===== config.mk =====
export PLATFORM = sky130hd
export DESIGN_NAME = adpcm_stream_ctrl
export DESIGN_NICKNAME = d
export VERILOG_FILES = /design/src/rtl/adpcm_stream_ctrl.sv
export SDC_FILE = /design/constraint.sdc
export NUM_CORES = 1
export LEC_CHECK = 0
export BUFFER_PORTS_ARGS = -buffer_cell sky130_fd_sc_hd__buf_2
export CAP_MARGIN = 25
export CORE_ASPECT_RATIO = 1.2
export CORE_MARGIN = 10
export CORE_UTILIZATION = 31
export DETAILED_ROUTE_END_ITERATION = 10
export PLACE_DENSITY = 0.46
export SLEW_MARGIN = 20
export SYNTH_ARGS = -nofsm -noshare
export SYNTH_HDL_FRONTEND = slang
export SYNTH_SLANG_ARGS = --single-unit
export TNS_END_PERCENT = 1

===== constraint.sdc =====
create_clock -name clk -period 2.1 [get_ports clk]
set_clock_uncertainty 0.1 [all_clocks]
set_input_delay 0 -clock clk [delete_from_list [all_inputs] [get_ports clk]]
set_output_delay 0 -clock clk [all_outputs]
set_load 0.1 [all_outputs]

===== src/rtl/adpcm_stream_ctrl.sv =====
// adpcm_stream_ctrl: decimation clock, session FSM, nibble packer, byte FIFO.
// Define ADPCM_CTRL_OVF_CNT_EN to build the saturating dropped-byte counter.
module adpcm_stream_ctrl #(
  parameter int DECIM          = 64,
  parameter int WARMUP_SAMPLES = 8,
  parameter int FIFO_DEPTH     = 4
) (
  input  logic       clk,
  input  logic       rst_n,
  input  logic       ena,
  input  logic       start,
  input  logic       stop,
  output logic       cic_slow_clk,
  output logic       cic_block_enable,
  input  logic       cic_out_valid,
  input  logic [3:0] cic_enc_pcm,
  output logic [7:0] m_data,
  output logic       m_valid,
  input  logic       m_ready,
  output logic       busy,
  output logic       overflow,
  output logic [7:0] ovf_count
);

  localparam int CW = $clog2(DECIM);
  localparam int WW = $clog2(WARMUP_SAMPLES + 1);
  localparam int AW = $clog2(FIFO_DEPTH);

  localparam logic [1:0] S_IDLE   = 2'd0;
  localparam logic [1:0] S_WARMUP = 2'd1;
  localparam logic [1:0] S_RUN    = 2'd2;
  localparam logic [1:0] S_DRAIN  = 2'd3;

  logic [1:0]    state;
  logic [CW-1:0] cnt;
  logic [WW-1:0] wcnt;
  logic          valid_q;
  logic          valid_p;
  logic [3:0]    pcm_q;
  logic [3:0]    low;
  logic          half;
  logic          pad_pend;
  logic [7:0]    mem [FIFO_DEPTH];
  logic [AW-1:0] wr_ptr;
  logic [AW-1:0] rd_ptr;
  logic [AW:0]   fill;

  logic       running;
  logic       wrap;
  logic       sess_start;
  logic       evt;
  logic       capture;
  logic       pad_push;
  logic       push;
  logic [7:0] push_data;
  logic       pop;
  logic       full;
  logic       accept;
  logic       drop;

  assign running    = (state == S_WARMUP) || (state == S_RUN);
  assign wrap       = running && (cnt == CW'(DECIM - 1));
  assign sess_start = (state == S_IDLE) && start;
  assign evt        = valid_q && !valid_p;
  assign capture    = (state == S_RUN) && evt && !stop;
  assign pad_push   = (state == S_DRAIN) && pad_pend;
  assign push       = (capture && half) || pad_push;
  assign push_data  = pad_push ? {4'h0, low} : {pcm_q, low};
  assign pop        = m_valid && m_ready && ena;
  assign full       = (fill == (AW+1)'(FIFO_DEPTH));
  assign accept     = push && (!full || pop);
  assign drop       = push && full && !pop;

  assign cic_slow_clk     = (cnt < CW'(DECIM / 2));
  assign cic_block_enable = running;
  assign busy             = (state != S_IDLE);
  assign m_valid          = (fill != '0);
  assign m_data           = m_valid ? mem[rd_ptr] : 8'h00;

  always_ff @(posedge clk or negedge rst_n) begin
    if (!rst_n) begin
      state <= S_IDLE;
    end else if (ena) begin
      unique case (state)
        S_IDLE:   if (start) state <= S_WARMUP;
        S_WARMUP: begin
          if (stop)
            state <= S_IDLE;
          else if (wrap && wcnt == WW'(WARMUP_SAMPLES - 1))
            state <= S_RUN;
        end
        S_RUN:    if (stop) state <= S_DRAIN;
        S_DRAIN:  if (fill == '0 && !pad_pend) state <= S_IDLE;
        default:  state <= S_IDLE;
      endcase
    end
  end

  // Divider and warm-up counter rest at zero outside the active states.
  always_ff @(posedge clk or negedge rst_n) begin
    if (!rst_n) begin
      cnt  <= '0;
      wcnt <= '0;
    end else if (ena) begin
      if (!running || stop || wrap) cnt <= '0;
      else cnt <= cnt + CW'(1);
      if (state != S_WARMUP) wcnt <= '0;
      else if (wrap) wcnt <= wcnt + WW'(1);
    end
  end

  always_ff @(posedge clk or negedge rst_n) begin
    if (!rst_n) begin
      valid_q  <= 1'b0;
      valid_p  <= 1'b0;
      pcm_q    <= 4'h0;
      low      <= 4'h0;
      half     <= 1'b0;
      pad_pend <= 1'b0;
    end else if (ena) begin
      valid_q <= cic_out_valid;
      valid_p <= valid_q;
      pcm_q   <= cic_enc_pcm;
      if (sess_start) begin
        low      <= 4'h0;
        half     <= 1'b0;
        pad_pend <= 1'b0;
      end else if (state == S_RUN && stop) begin
        pad_pend <= half;
      end else if (pad_push) begin
        pad_pend <= 1'b0;
        half     <= 1'b0;
      end else if (capture) begin
        if (!half) low <= pcm_q;
        half <= !half;
      end
    end
  end

  always_ff @(posedge clk) begin
    if (ena && accept) mem[wr_ptr] <= push_data;
  end

  always_ff @(posedge clk or negedge rst_n) begin
    if (!rst_n) begin
      wr_ptr   <= '0;
      rd_ptr   <= '0;
      fill     <= '0;
      overflow <= 1'b0;
    end else if (ena) begin
      if (sess_start) begin
        wr_ptr   <= '0;
        rd_ptr   <= '0;
        fill     <= '0;
        overflow <= 1'b0;
      end else begin
        if (accept) wr_ptr <= wr_ptr + AW'(1);
        if (pop) rd_ptr <= rd_ptr + AW'(1);
        if (drop) overflow <= 1'b1;
        unique case ({accept, pop})
          2'b10:   fill <= fill + (AW+1)'(1);
          2'b01:   fill <= fill - (AW+1)'(1);
          default: fill <= fill;
        endcase
      end
    end
  end

`ifdef ADPCM_CTRL_OVF_CNT_EN
  logic [7:0] ovf_cnt;

  always_ff @(posedge clk or negedge rst_n) begin
    if (!rst_n) begin
      ovf_cnt <= 8'h00;
    end else if (ena) begin
      if (sess_start) ovf_cnt <= 8'h00;
      else if (drop && ovf_cnt != 8'hFF) ovf_cnt <= ovf_cnt + 8'd1;
    end
  end

  assign ovf_count = ovf_cnt;
`else
  assign ovf_count = 8'h00;
`endif

endmodule


* Word level (Yosys, flattened, before mapping)
Memory sizes are Yosys's and may differ from the RTL's.
Index checks and enable logic that the tools add are counted.
** Storage, ports and cells
- Bits in writable memories :: 32
- Bits of input ports :: 11
- Register bits :: 32
- Memories kept :: 1
- Output and inout bits :: 21
** Cells by class
- Eq/ne operators :: 16
- Magnitude comparators :: 1
- Reductions and logical operators :: 49
- Mux-type cells :: 33
- Add/subtract/negate cells :: 6
** Memory list
- mem :: words 4, bits a word 8, rd ports 1, clocked after memory_dff 0, wr ports 1, line 43 : logic [7:0] mem [FIFO_DEPTH];
** Operators by type and width (number)
- 2-to-1 mux 4 bit :: 7
- 2-to-1 mux 2 bit :: 9
- logical AND 1 bit :: 16
- 2-to-1 mux 8 bit :: 2
- AND reduction 2 bit :: 6
- nonzero test 2 bit :: 6
- nonzero test 3 bit :: 4
- 2-to-1 mux 1 bit :: 11
- AND reduction 5 bit :: 2
- != test 2 bit, second input constant :: 4
- case mux 2 bit (4 select lines) :: 1
- zero test 1 bit :: 7
- adder 6 x 1 -> 6 bit, second input constant :: 1
- equality test 2 bit, second input constant :: 3
- equality test 6 bit, second input constant :: 1
- less-than comparator 6 bit, second input constant :: 1
- 2-to-1 mux 6 bit :: 1
- != test 2 x 1 -> 1 bit, second input constant :: 3
- case mux 3 bit (2 select lines) :: 1
- logical OR 1 bit :: 5
- adder 2 x 1 -> 2 bit, second input constant :: 2
- adder 4 x 1 -> 4 bit, second input constant :: 1
- equality test 2 x 1 -> 1 bit, second input constant :: 2
- equality test 4 x 3 -> 1 bit, second input constant :: 1
- 8 further kinds :: 8

* Logic depth before layout (Yosys ltp)
Gate-level depths: netlist of run 1.
- Depth in word-level cells :: 10
- Mapped depth :: 9
- Depth with buffers taken out :: 9

* Least setup slack after synthesis of run 1
OpenSTA, ideal clock, no wires.
- Path kind :: reg2out
- Start point :: register fill[2]
- End point :: output m_data[0]
- Arrival time :: 2.590 ns
- Stages on the path, launching flop included :: 5
- Path slack :: -0.590 ns
- Path through :: dfrtp_1 > clkbuf_1 > or3_1 > clkbuf_1 > and2_1
** Between the ends
- Cells in the longest elaborated chain, start to end :: 2
** Ends and longest elaborated chain
- start: declaration :: line 46 : logic [AW:0] fill;
- start signal: assignment :: line 161 : 2'b10: fill <= fill + (AW+1)'(1);
- start signal: assignment :: line 162 : 2'b01: fill <= fill - (AW+1)'(1);
- start signal: assignment :: line 163 : default: fill <= fill;
- nonzero test 3 bit :: line 77 : assign m_valid = (fill != '0);
- net m_valid :: line 18 : output logic m_valid,
- 2-to-1 mux 8 bit :: line 78 : assign m_data = m_valid ? mem[rd_ptr] : 8'h00;
- end: declaration :: line 17 : output logic [7:0] m_data,
The timed path passes the listed nets, and every way through them passes these cells.

* Worst setup path in the final report of run 1
- Start point :: register fill[1]
- End point :: output m_data[5]
** Between the ends
- Cells in the longest elaborated chain, start to end :: 2
** Ends and longest elaborated chain (line)
- nonzero test 3 bit :: 77
- 2-to-1 mux 8 bit :: 78
No other way between the ends.

==> reports/metrics.csv, run 1 <==
stage,metric,value,unit
worst_setup_path,Max stage delay on crit path,570,ps
finish,fin nets,336,
clock_network,CTS tree,done,
timing,Rel. slew slack,49.6,%
drt,drt wl/cell,15.4,µm
synthesis,register area share after synthesis,55.2,%
timing,FMAX,483,MHz
run_status,status,"finished, final reports clean",
finish,Filler cells,975,
synthesis,adder-cell area share of the yosys netlist,4.55,%
worst_setup_path,Crit. End Element,primary output,
drt,WL met1,2.87,mm
job,# Max-Cap Violations,0,
worst_setup_path,RR Startpoint,state[0]$_DFFE_PN0P_,
worst_setup_path,Required @ worst endpoint,2000,ps
timing,unrepaired setup endpoints after global routing,true,
timing,Final setup violation count,0,
drt,DRT iter0 DRCs,56,
synthesis,mux cell area share after synthesis,9.88,%
pwr,PwrDens,898,nW/µm²
synthesis,share of flip-flops with an asynchronous set or reset,50.0,%
timing,Worst Tran Pin Value,757,ps
drt,routed wl met2,3.64,mm
place,port buffer count,23,
global_route,largest net degree at the start of global routing,33,
global_route,total gr overflow,0,
synthesis,synth top area cells,"edfxtp_1 30%, dfrtp_1 25%, mux4_2 5.6%, ha_1 3.9%, o21ai_0 3.3%",
place,Area after DPL,3640,µm²
floorplan,Starting Density,31.7,%
worst_setup_path,"Critical Path, Cell by Cell","buf_4, or3_1, and2_1, buf_2",
floorplan,boundary pin count,32,
global_route,initial antenna violation count,0,
timing,Final TNS setup,0,ps
synthesis,"Top FF cell, synth",edfxtp_1,
floorplan,die width,113,µm
drt,met3 WL,300,µm
synthesis,number of flops mapped to enable cells by yosys,32,
finish,"non-filler cells, final",445,
worst_setup_path,Worst setup SP type,register,
timing,Final Hold Violating Endpoints,0,
clock_network,clk sinks,64,
timing,final period utilization,98.6,%
floorplan,DIE HEIGHT,131,µm
worst_setup_path,Crit. Startpoint,fill[1]$_DFFE_PN0P_,
worst_setup_path,R2R cell count,9,
clock_network,clock transition at the registers of the reported paths,60,ps
drt,DRT Pass-1 Iters,4,
timing,Tmin final,2070,ps
worst_setup_path,Crit Path Max Fanout,13,
synthesis,syn_area_per_cell,12.3,µm²
synthesis,Synth top cells by count,"32 x dfrtp_1, 32 x edfxtp_1, 21 x o21ai_0",
worst_hold_path,min-delay worst type,input pin to register,
synthesis,Synth Area in XOR/XNOR,0,%
synthesis,simple-gate portion of the synthesized area,13.6,%
drt,drt total wl,6.87,mm
drt,DRC,0,
drt,Antenna Nets Post-Route,0,
synthesis,number of synthesized register bits,64,
pwr,Peak VDD IR,0.626,mV
global_route,Global Route Usage Sum,9.73,%
worst_setup_path,CP Capture Point,m_data[5],
synthesis,number of distinct library cells after synthesis,50,
place,Post-DP HPWL,4.98,mm
global_route,global-route wire length before repair,11.7,mm
clock_network,setup bufs post-CTS,0,
drt,Vias per Instance,4.89,
synthesis,Post-Syn Instances,259,
drt,Max Used Layer,met4,
timing,Final Slew Violations,0,
clock_network,CTS Buf Count,9,
floorplan,row count,40,
worst_setup_path,Crit Reg-Reg Endpoint,fill[2]$_DFFE_PN0P_,
synthesis,share of the synthesized area in the top cell type,30.1,%
clock_network,Clock Latency Late Sink,330,ps
synthesis,synthesized cell area,3190,µm²
synthesis,cell accounting for the most synthesized area,edfxtp_1,
floorplan,Die Area,14800,µm²
finish,Area Overhead vs Synth,27.1,%
worst_setup_path,"Data arrival, critical path",1970,ps
synthesis,largest family of logic cells by synthesized area,simple AND/OR/NAND/NOR gates,
pwr,Leak,1.68,nW
clock_network,Max H-tree Level,3,
finish,share of cells above drive strength 1,29.8,%
clock_network,root buffer cell,clkbuf_16,
place,cell total after placement,421,
place,GPL Wtd Cong,0.717,
synthesis,Synth Area in Compound Gates,12.1,%
finish,post-route cell area,4060,µm²
worst_setup_path,r2r setup slk,40,ps
finish,Ant. Diodes,0,
timing,WHS,15.2,ps
synthesis,Syn. warnings,0,
clock_network,CTS max path bufs,2,
drt,vias,2178,
worst_setup_path,CP max stage cell,or3_1,
global_route,vias in the first global route,2361,
worst_setup_path,WS Path Type,register to primary output,
floorplan,Placeable Area,10100,µm²
==> through the flow <==
stage	utilization, %	setup slack [ps]	power (mW)
after CTS	40.2	-24.9	3.67
after global placement	36.2	-11.1	2.14
after detailed placement	36.2	-79.4	2.14
after global routing	40.3	-61.7	3.81
final	40.3	29.9	3.64
after floorplan	-	-130	1.98
==> flip-flops by register name (all words and copies together) (netlist names), named ones only <==
name,cells
cnt,6
fill,3
half,1
low,4
mem,32
overflow,1
pad_pend,1
pcm_q,4
rd_ptr,2
state,1
valid_p,1
valid_q,1
wcnt,4
wr_ptr,2
==> final cells by class <==
type / instances / area [µm²] / area share [%]
multi-input combinational: 173 / 1350 / 33.2
timing repair buffer: 56 / 445 / 11.0
sequential: 64 / 1760 / 43.5
clock buffer: 9 / 225 / 5.55
inverter: 10 / 37.5 / 0.926
tap: 126 / 158 / 3.89
clock inverter: 7 / 78.8 / 1.94
==> what timing repair did <==
| item | in CTS | in global routing |
|---|---|---|
| gates resized for setup | 5 | 3 |
| cloned | 0 | 0 |
| endpoints found under the setup margin | 1 | 18 |
| hold buffers | 8 | 0 |
| pin swaps | 5 | 2 |
| hold endpoints to repair | 42 | 0 |
==> worst max-delay path: cells and delay by family, from the launching register on <==
family / cells / cell delay, ps
buffers and inverters: 2 / 450
flip-flops: 1 / 390
AND/OR/NAND/NOR: 2 / 790
==> power by group <==
group | switching (mW) | internal (mW)
Clock | 0.581 | 0.928
Combinational | 0.470 | 0.214
Sequential | 0.0593 | 1.39
Total | 1.11 | 2.53
==> cells in the final DEF, fill, tap and decap left out, types with 4 or more instances in the layout <==
cell type,Yosys,routed
clkbuf_16,0,9
o21ai_0,21,21
edfxtp_1,32,32
ha_1,10,8
nand2_1,14,14
nand4_1,6,6
nand2b_1,7,7
mux4_2,8,8
buf_2,3,23
buf_12,0,5
a21bo_2,4,4
and2_1,15,15
nor2_1,8,8
buf_4,8,20
inv_1,10,8
a21oi_1,9,9
o2bb2ai_1,4,4
nand3_1,7,7
dfrtp_1,32,31
conb_1,1,8
and3_1,5,5
dlygate4sd3_1,0,8
mux2_2,8,8
==> kinds of logic after synthesis <==
kind of cell	count (synthesis)
flip-flops	64
AND/OR/NAND/NOR	76
other	1
AO/OA/AOI/OAI	58
buffers and inverters	29
adder cells (fa/ha/maj)	11
multiplexers	20
==> worst min path at each step <==
stage           from             endpoint  slack, ps  cells past startpoint
2_1_floorplan  rst_n            async pin       -400                      0
3_3_place_gp   rst_n   cnt[1]$_DFFE_PN0P_         30                      1
3_5_place_dp   rst_n  fill[2]$_DFFE_PN0P_         20                      1
4_1_cts        start             register         10                      3
5_1_grt        start             register         30                      3
6_report       start             register         20                      3
==> routing by layer <==
layer / vias to the layer above / GRT usage [%]
li1: 1069 / -
met4: 0 / 3.39
met2: 32 / 17.0
met5: - / 0
met3: 5 / 3.14
met1: 1072 / 10.7
Power figures use the tool's default switching activity.
==> inputs of run 2 (changes only) <==
--- a/config.mk
+++ b/config.mk
@@ -11,7 +11,7 @@
 export CORE_MARGIN = 10
 export CORE_UTILIZATION = 31
 export DETAILED_ROUTE_END_ITERATION = 10
-export PLACE_DENSITY = 0.46
+export PLACE_DENSITY = 0.44
 export SLEW_MARGIN = 20
 export SYNTH_ARGS = -nofsm -noshare
 export SYNTH_HDL_FRONTEND = slang
==> constraint.sdc (replaced) <==
create_clock -name clk -period 2.6 [get_ports clk]
set_clock_uncertainty 0.1 [all_clocks]
set_input_delay 0 -clock clk [delete_from_list [all_inputs] [get_ports clk]]
set_output_delay 0 -clock clk [all_outputs]
set_load 0.1 [all_outputs]
==> run 2 against run 1 <==
Compared with the run above:
- count of clock-buffer cells in the layout stayed put
- critical path depth is 5 higher
- hold slack hardly changed
- sequential cell count stayed put
- critical path type is now register to register
- highest routed layer unchanged
==> reports/metrics.csv, run 2 (synthesis gave the netlist of run 1 again) <==
stage,metric,value,unit,change
finish,biggest regs,"mem x32, cnt x6",,
timing,Tmin final,2400,ps,
floorplan,boundary pin count,32,,unchanged
timing,Worst Tran Pin Value,762,ps,+5.30 ps
floorplan,DIE HEIGHT,131,µm,unchanged
worst_setup_path,"Data arrival, critical path",2540,ps,+570 ps
drt,Antenna Nets Post-Route,0,,unchanged
place,port buffer count,23,,unchanged
worst_setup_path,Crit. End Element,register,,
worst_hold_path,min-delay worst type,input pin to register,,
finish,Largest register FFs,32,,unchanged
worst_setup_path,Max stage delay on crit path,410,ps,-160 ps
clock_network,root buffer cell,clkbuf_16,,
global_route,global-route wire length before repair,11.4,mm,-2.4%
place,Area after DPL,3420,µm²,-6.0%
global_route,total gr overflow,0,,unchanged
drt,vias,2105,,-3.4%
timing,FMAX,416,MHz,
clock_network,CTS Buf Count,9,,unchanged
floorplan,row count,40,,unchanged
pwr,PwrDens,800,nW/µm²,-11%
timing,final worst slack,198,ps,+168 ps
pwr,Leak,1.61,nW,-4.4%
floorplan,Die Area,14800,µm²,unchanged
timing,final period utilization,92.4,%,
drt,drt wl/cell,16.0,µm,+3.3%
global_route,Global Route Usage Sum,9.58,%,-0.15 points
timing,unrepaired setup endpoints after global routing,false,,
drt,Vias per Instance,4.94,,+0.96%
finish,fin nets,317,,-5.7%
finish,share of cells above drive strength 1,22.3,%,-7.4 points
timing,Final TNS setup,0,ps,unchanged
worst_setup_path,Required @ worst endpoint,2740,ps,+740 ps
global_route,initial antenna violation count,0,,unchanged
clock_network,Clock Latency Late Sink,330,ps,about the same
clock_network,Max H-tree Level,3,,unchanged
finish,Largest Register,mem,,
place,Post-DP HPWL,4.74,mm,-4.8%
worst_setup_path,most frequent cell on the critical path,inv_1,,
place,dpl ws,224,ps,+303 ps
clock_network,CTS max path bufs,2,,unchanged
floorplan,Starting Density,31.7,%,unchanged
timing,Rel. slew slack,49.2,%,-0.35 points
drt,DRT Pass-1 Iters,4,,unchanged
place,cell total after placement,401,,-4.8%
timing,Final Slew Violations,0,,unchanged
drt,DRC,0,,unchanged
finish,Ant. Diodes,0,,unchanged
worst_setup_path,Crit Path Max Fanout,6,,-7
pwr,Peak VDD IR,0.423,mV,-32%
floorplan,Placeable Area,10100,µm²,unchanged
finish,most frequent cells in the layout,"32 x dfrtp_1, 32 x edfxtp_1, 23 x buf_2, 21 x o21ai_0, 15 x and2_1",,
finish,"non-filler cells, final",426,,-4.3%
clock_network,clock transition at the registers of the reported paths,60,ps,about the same
finish,Area Overhead vs Synth,21.0,%,
finish,final core occ,38.4,%,-1.9 points
clock_network,CTS tree,done,,
timing,Final setup violation count,0,,unchanged
drt,DRT iter0 DRCs,76,,+36%
worst_setup_path,WS Path Type,register to register,,
worst_setup_path,"Critical Path, Cell by Cell","inv_1, ha_1, and4bb_4, a211o_1, inv_1, fa_1, nor3b_1, mux2_4, nor4_2",,
worst_setup_path,Worst setup SP type,register,,
worst_setup_path,CP max stage cell,dfrtp_1,,
clock_network,clk sinks,64,,unchanged
run_status,status,"finished, final reports clean",,
global_route,vias in the first global route,2295,,-2.8%
floorplan,die width,113,µm,unchanged
finish,post-route cell area,3860,µm²,-4.8%
timing,Final Hold Violating Endpoints,0,,unchanged
global_route,largest net degree at the start of global routing,33,,unchanged
pwr,total design power,3.09,mW,-15%
timing,WHS,15.2,ps,-0.00700 ps
drt,drt total wl,6.80,mm,-1.1%
job,# Max-Cap Violations,0,,unchanged
clock_network,Resized Gates After CTS,0,,-5
place,GPL Wtd Cong,0.745,,+3.9%
## run 2: cell types whose count changed in the layout (fill, tap and decap cells not counted), sizes merged
cell         previous run  this run
buf                    48        28
clkinvlp                3         0
bufinv                  1         3
dlygate4sd3             8         9
inv                    12        13
## run 2: what timing repair did
| action | 4_1_cts | 5_1_grt |
|---|---|---|
| setup buffers | 0 | 0 |
| setup endpoints to repair | 0 | 0 |
| hold endpoints to repair | 44 | 0 |
| hold buffers | 9 | 0 |
## run 2: path summary, 6_finish.rpt
kind / startpoint / endpoint / slack (ps) / depth (start not counted)
max in group asynchronous: rst_n / low[2]$_DFFE_PN0P_ / 1730 / 2
worst max register to register: state[0]$_DFFE_PN0P_ / fill[2]$_DFFE_PN0P_ / 200 / 9
min in group asynchronous: rst_n / cnt[1]$_DFFE_PN0P_ / 170 / 2
worst min-delay path: start / register / 20 / 3
worst min register to register: low[2]$_DFFE_PN0P_ / mem[0][2]$_DFFE_PP_ / 420 / 0
worst max-delay path: state[0]$_DFFE_PN0P_ / fill[2]$_DFFE_PN0P_ / 200 / 9
## run 2: where the power goes
part / leakage [nW] / switching, mW / total (mW) / internal (mW)
combinational: 0.687 / 0.364 / 0.505 / 0.141
clock: 0.171 / 0.465 / 1.41 / 0.948
sequential: 0.752 / 0.0498 / 1.17 / 1.12
## run 2: layout make-up
type                            instances  area, µm²
Clock inverter                          7        125
Clock buffer                            9        225
Inverter                               10       37.5
Multi-Input combinational cell        173       1310
Sequential cell                        64       1760
Fill cell                             992       6200
Tap cell                              126        158
Timing Repair Buffer                   37        243
## run 2: per-layer routing
layer | up-vias | global-route usage (%) | part of all wire [%]
met5 | - | 0 | 0
li1 | 1029 | - | -
met3 | 15 | 2.50 | 4.2
met2 | 29 | 16.3 | 51
met4 | 0 | 5.65 | 2.7
met1 | 1032 | 10.4 | 42
## run 2: worst max-delay path: cells and delay by family (launching register included)
| family | cells | cell delay, ps |
|---|---|---|
| AND/OR/NAND/NOR | 3 | 510 |
| adder cells (fa/ha/maj) | 2 | 500 |
| flip-flops | 1 | 410 |
| AO/OA/AOI/OAI | 1 | 310 |
| multiplexers | 1 | 290 |
| buffers and inverters | 2 | 190 |
==> inputs of run 3 (changes only) <==
--- a/config.mk
+++ b/config.mk
@@ -7,7 +7,7 @@
 export LEC_CHECK = 0
 export BUFFER_PORTS_ARGS = -buffer_cell sky130_fd_sc_hd__buf_2
 export CAP_MARGIN = 25
-export CORE_ASPECT_RATIO = 1.2
+export CORE_ASPECT_RATIO = 0.8
 export CORE_MARGIN = 10
 export CORE_UTILIZATION = 31
 export DETAILED_ROUTE_END_ITERATION = 10
==> constraint.sdc (replaced) <==
create_clock -name clk -period 2.93 [get_ports clk]
set_clock_uncertainty 0.1 [all_clocks]
set_input_delay 0 -clock clk [delete_from_list [all_inputs] [get_ports clk]]
set_output_delay 0 -clock clk [all_outputs]
set_load 0.1 [all_outputs]
==> run 3 against run 2 <==
Compared with the run above:
- first-iteration DRC count grew 42%
- wire length increased by 1.6%
- via count decreased by 0.19%
- hold slack gained 46 ps
- power decreased by 15%
- critical path depth did not move
- cell count increased by 2.8%
- critical path type unchanged
- critical endpoint unchanged
- highest routed layer unchanged
==> reports/metrics.csv, run 3 (synthesis gave the netlist of run 1 again) <==
stage,metric,value,unit,change
worst_setup_path,Worst setup SP type,register,,
finish,most frequent cells in the layout,"32 x dfrtp_1, 32 x edfxtp_1, 23 x buf_2, 21 x o21ai_0, 15 x and2_1",,
clock_network,"Hold-fix buffers, CTS",9,,unchanged
pwr,Clock Power Share,43.1,%,-2.6 points
worst_setup_path,Crit path buffers/inverters,2,,unchanged
worst_setup_path,Crit path max-delay family,simple AND/OR/NAND/NOR gates,,
timing,unrepaired setup endpoints after global routing,false,,
pwr,sw frac,28.9,%,+0.46 points
worst_setup_path,RR Startpoint,state[0]$_DFFE_PN0P_,,
clock_network,CTS Buf Count,9,,unchanged
global_route,total gr overflow,0,,unchanged
place,Post-DP HPWL,4.83,mm,+1.9%
timing,final period utilization,84.9,%,-7.5 points
clock_network,root buffer cell,clkbuf_16,,
pwr,P_sw,0.760,mW,-14%
pwr,Peak VDD IR,0.278,mV,-34%
place,GPL Wtd Cong,0.741,,-0.51%
worst_setup_path,WS Path Type,register to register,,
global_route,global-route wire length before repair,11.6,mm,+1.5%
pwr,part of the power in registers,39.6,%,+1.7 points
global_route,vias in the first global route,2164,,-5.7%
timing,FMAX,402,MHz,-3.5%
drt,DRT Pass-1 Iters,4,,unchanged
finish,Ant. Diodes,0,,unchanged
timing,Final Slew Violations,0,,unchanged
timing,Worst Tran Pin Value,777,ps,+14.7 ps
pwr,power share of the combinational group,17.3,%,+0.9 points
global_route,initial antenna violation count,0,,unchanged
run_status,status,"finished, final reports clean",,
timing,Final setup violation count,0,,unchanged
timing,Tmin final,2490,ps,+86.4 ps
clock_network,Clock Latency Late Sink,320,ps,about the same
worst_setup_path,Crit Path Max Fanout,6,,unchanged
floorplan,Placeable Area,10200,µm²,+0.97%
pwr,internal power,1.87,mW,-16%
drt,DRT iter0 DRCs,108,,+42%
clock_network,Resized Gates After CTS,0,,unchanged
worst_setup_path,Crit. Startpoint,state[0]$_DFFE_PN0P_,,
floorplan,DIE HEIGHT,111,µm,-16%
floorplan,Starting Density,31.4,%,-0.30 points
finish,"non-filler cells, final",438,,+2.8%
clock_network,CTS max path bufs,2,,unchanged
global_route,Global Route Usage Sum,9.67,%,+0.092 points
drt,vias,2101,,-0.19%
clock_network,clk sinks,64,,unchanged
timing,Rel. slew slack,48.2,%,-0.98 points
place,port buffer count,23,,unchanged
place,cell total after placement,413,,+3.0%
finish,biggest regs,"mem x32, cnt x6",,
drt,drt wl/cell,15.8,µm,-1.2%
worst_setup_path,Max stage delay on crit path,410,ps,about the same
finish,Area Overhead vs Synth,20.2,%,
finish,Largest register FFs,32,,unchanged
floorplan,row count,33,,-18%
floorplan,die width,133,µm,+18%
worst_hold_path,min-delay worst type,input pin to register,,
worst_setup_path,Required @ worst endpoint,3060,ps,+320 ps
timing,Final Hold Violating Endpoints,0,,unchanged
pwr,PwrDens,685,nW/µm²,-14%
clock_network,clock transition at the registers of the reported paths,60,ps,about the same
floorplan,Die Area,14800,µm²,about the same
timing,Final TNS setup,0,ps,unchanged
worst_hold_path,hold_sp,start,,
drt,Antenna Nets Post-Route,0,,unchanged
drt,DRC,0,,unchanged
finish,share of cells above drive strength 1,21.5,%,-0.86 points
worst_setup_path,"Data arrival, critical path",2620,ps,+80 ps
floorplan,boundary pin count,32,,unchanged
global_route,largest net degree at the start of global routing,33,,unchanged
worst_setup_path,most frequent cell on the critical path,inv_1,,
pwr,Leak,1.59,nW,-1.4%
worst_setup_path,CP max stage cell,dfrtp_1,,
drt,Vias per Instance,4.80,,-2.9%
drt,drt total wl,6.91,mm,+1.6%
clock_network,Max H-tree Level,3,,unchanged
finish,Largest Register,mem,,
clock_network,CTS tree,done,,
worst_setup_path,"Critical Path, Cell by Cell","inv_1, ha_1, and4bb_4, a211o_1, inv_1, fa_1, nor3b_1, mux2_4, nor4_2",,
job,# Max-Cap Violations,0,,unchanged
clock_network,setup bufs post-CTS,0,,unchanged
finish,fin nets,315,,-0.63%
worst_setup_path,Crit. End Element,register,,
-- run 3: changes by cell type in the layout (fill, tap and decap cells not counted), sizes merged --
cell / delta
bufinv: -1
clkinv: +3
inv: -2
buf: -2
-- run 3: worst register-to-register path: cells and delay by family (launching register included) --
kind | cells | cell delay [ps]
compound gates | 1 | 370
flops | 1 | 410
mux | 1 | 290
buf+inv | 2 | 210
fa+ha+maj | 2 | 510
simple gates | 3 | 520
-- run 3: layout make-up --
type / instances / area, µm²
timing repair buffer: 35 / 228
tap: 140 / 175
clock buffer: 9 / 225
inverter: 10 / 37.5
sequential: 64 / 1760
fill: 1039 / 6320
clock inverter: 7 / 95.1
multi-input combinational: 173 / 1310
-- run 3: through the flow --
| step | power [mW] | area (µm²) | setup slack [ps] | utilization, % | hold slack [ps] |
|---|---|---|---|---|---|
| 2_1_floorplan | 1.42 | 3220 | 240 | - | -396 |
| 3_3_place_gp | 1.51 | 3420 | 525 | 33.7 | 24.2 |
| 3_5_place_dp | 1.51 | 3420 | 442 | 33.7 | 28.7 |
| 4_1_cts | 2.66 | 3830 | 429 | 37.7 | 47.0 |
| 5_1_grt | 2.75 | 3830 | 254 | 37.7 | 69.7 |
| 6_report | 2.63 | 3830 | 442 | 37.7 | 61.4 |
-- run 3: power by group through the flow --
stage	Combinational (mW)	Sequential (mW)	Clock, mW
after floorplan	0.371	1.04	0
final	0.455	1.04	1.13
after CTS	0.461	1.04	1.16
after global routing	0.496	1.05	1.20
after global placement	0.452	1.06	0
after detailed placement	0.452	1.06	0
-- run 3: path summary, 6_finish.rpt --
check | cells after the start | end | slack [ps]
hold / removal | 3 | register | 60
max in group asynchronous | 2 | rd_ptr[1]$_DFFE_PN0P_ | 2040
setup reg to reg | 9 | fill[2]$_DFFE_PN0P_ | 440
hold reg to reg | 1 | valid_p$_DFFE_PN0P_ | 400
min in group asynchronous | 2 | cnt[4]$_DFFE_PN0P_ | 200
setup / recovery | 9 | fill[2]$_DFFE_PN0P_ | 440
-- run 3: routing by layer --
metal / share of wire (%) / vias up / routed length (µm) / global-route usage (%)
met5: 0 / - / 0 / 0
met4: 0.84 / 0 / 58 / 4.13
met3: 4.2 / 4 / 293 / 2.45
met2: 44 / 45 / 3070 / 13.8
met1: 50 / 1032 / 3490 / 13.5
li1: - / 1020 / - / -
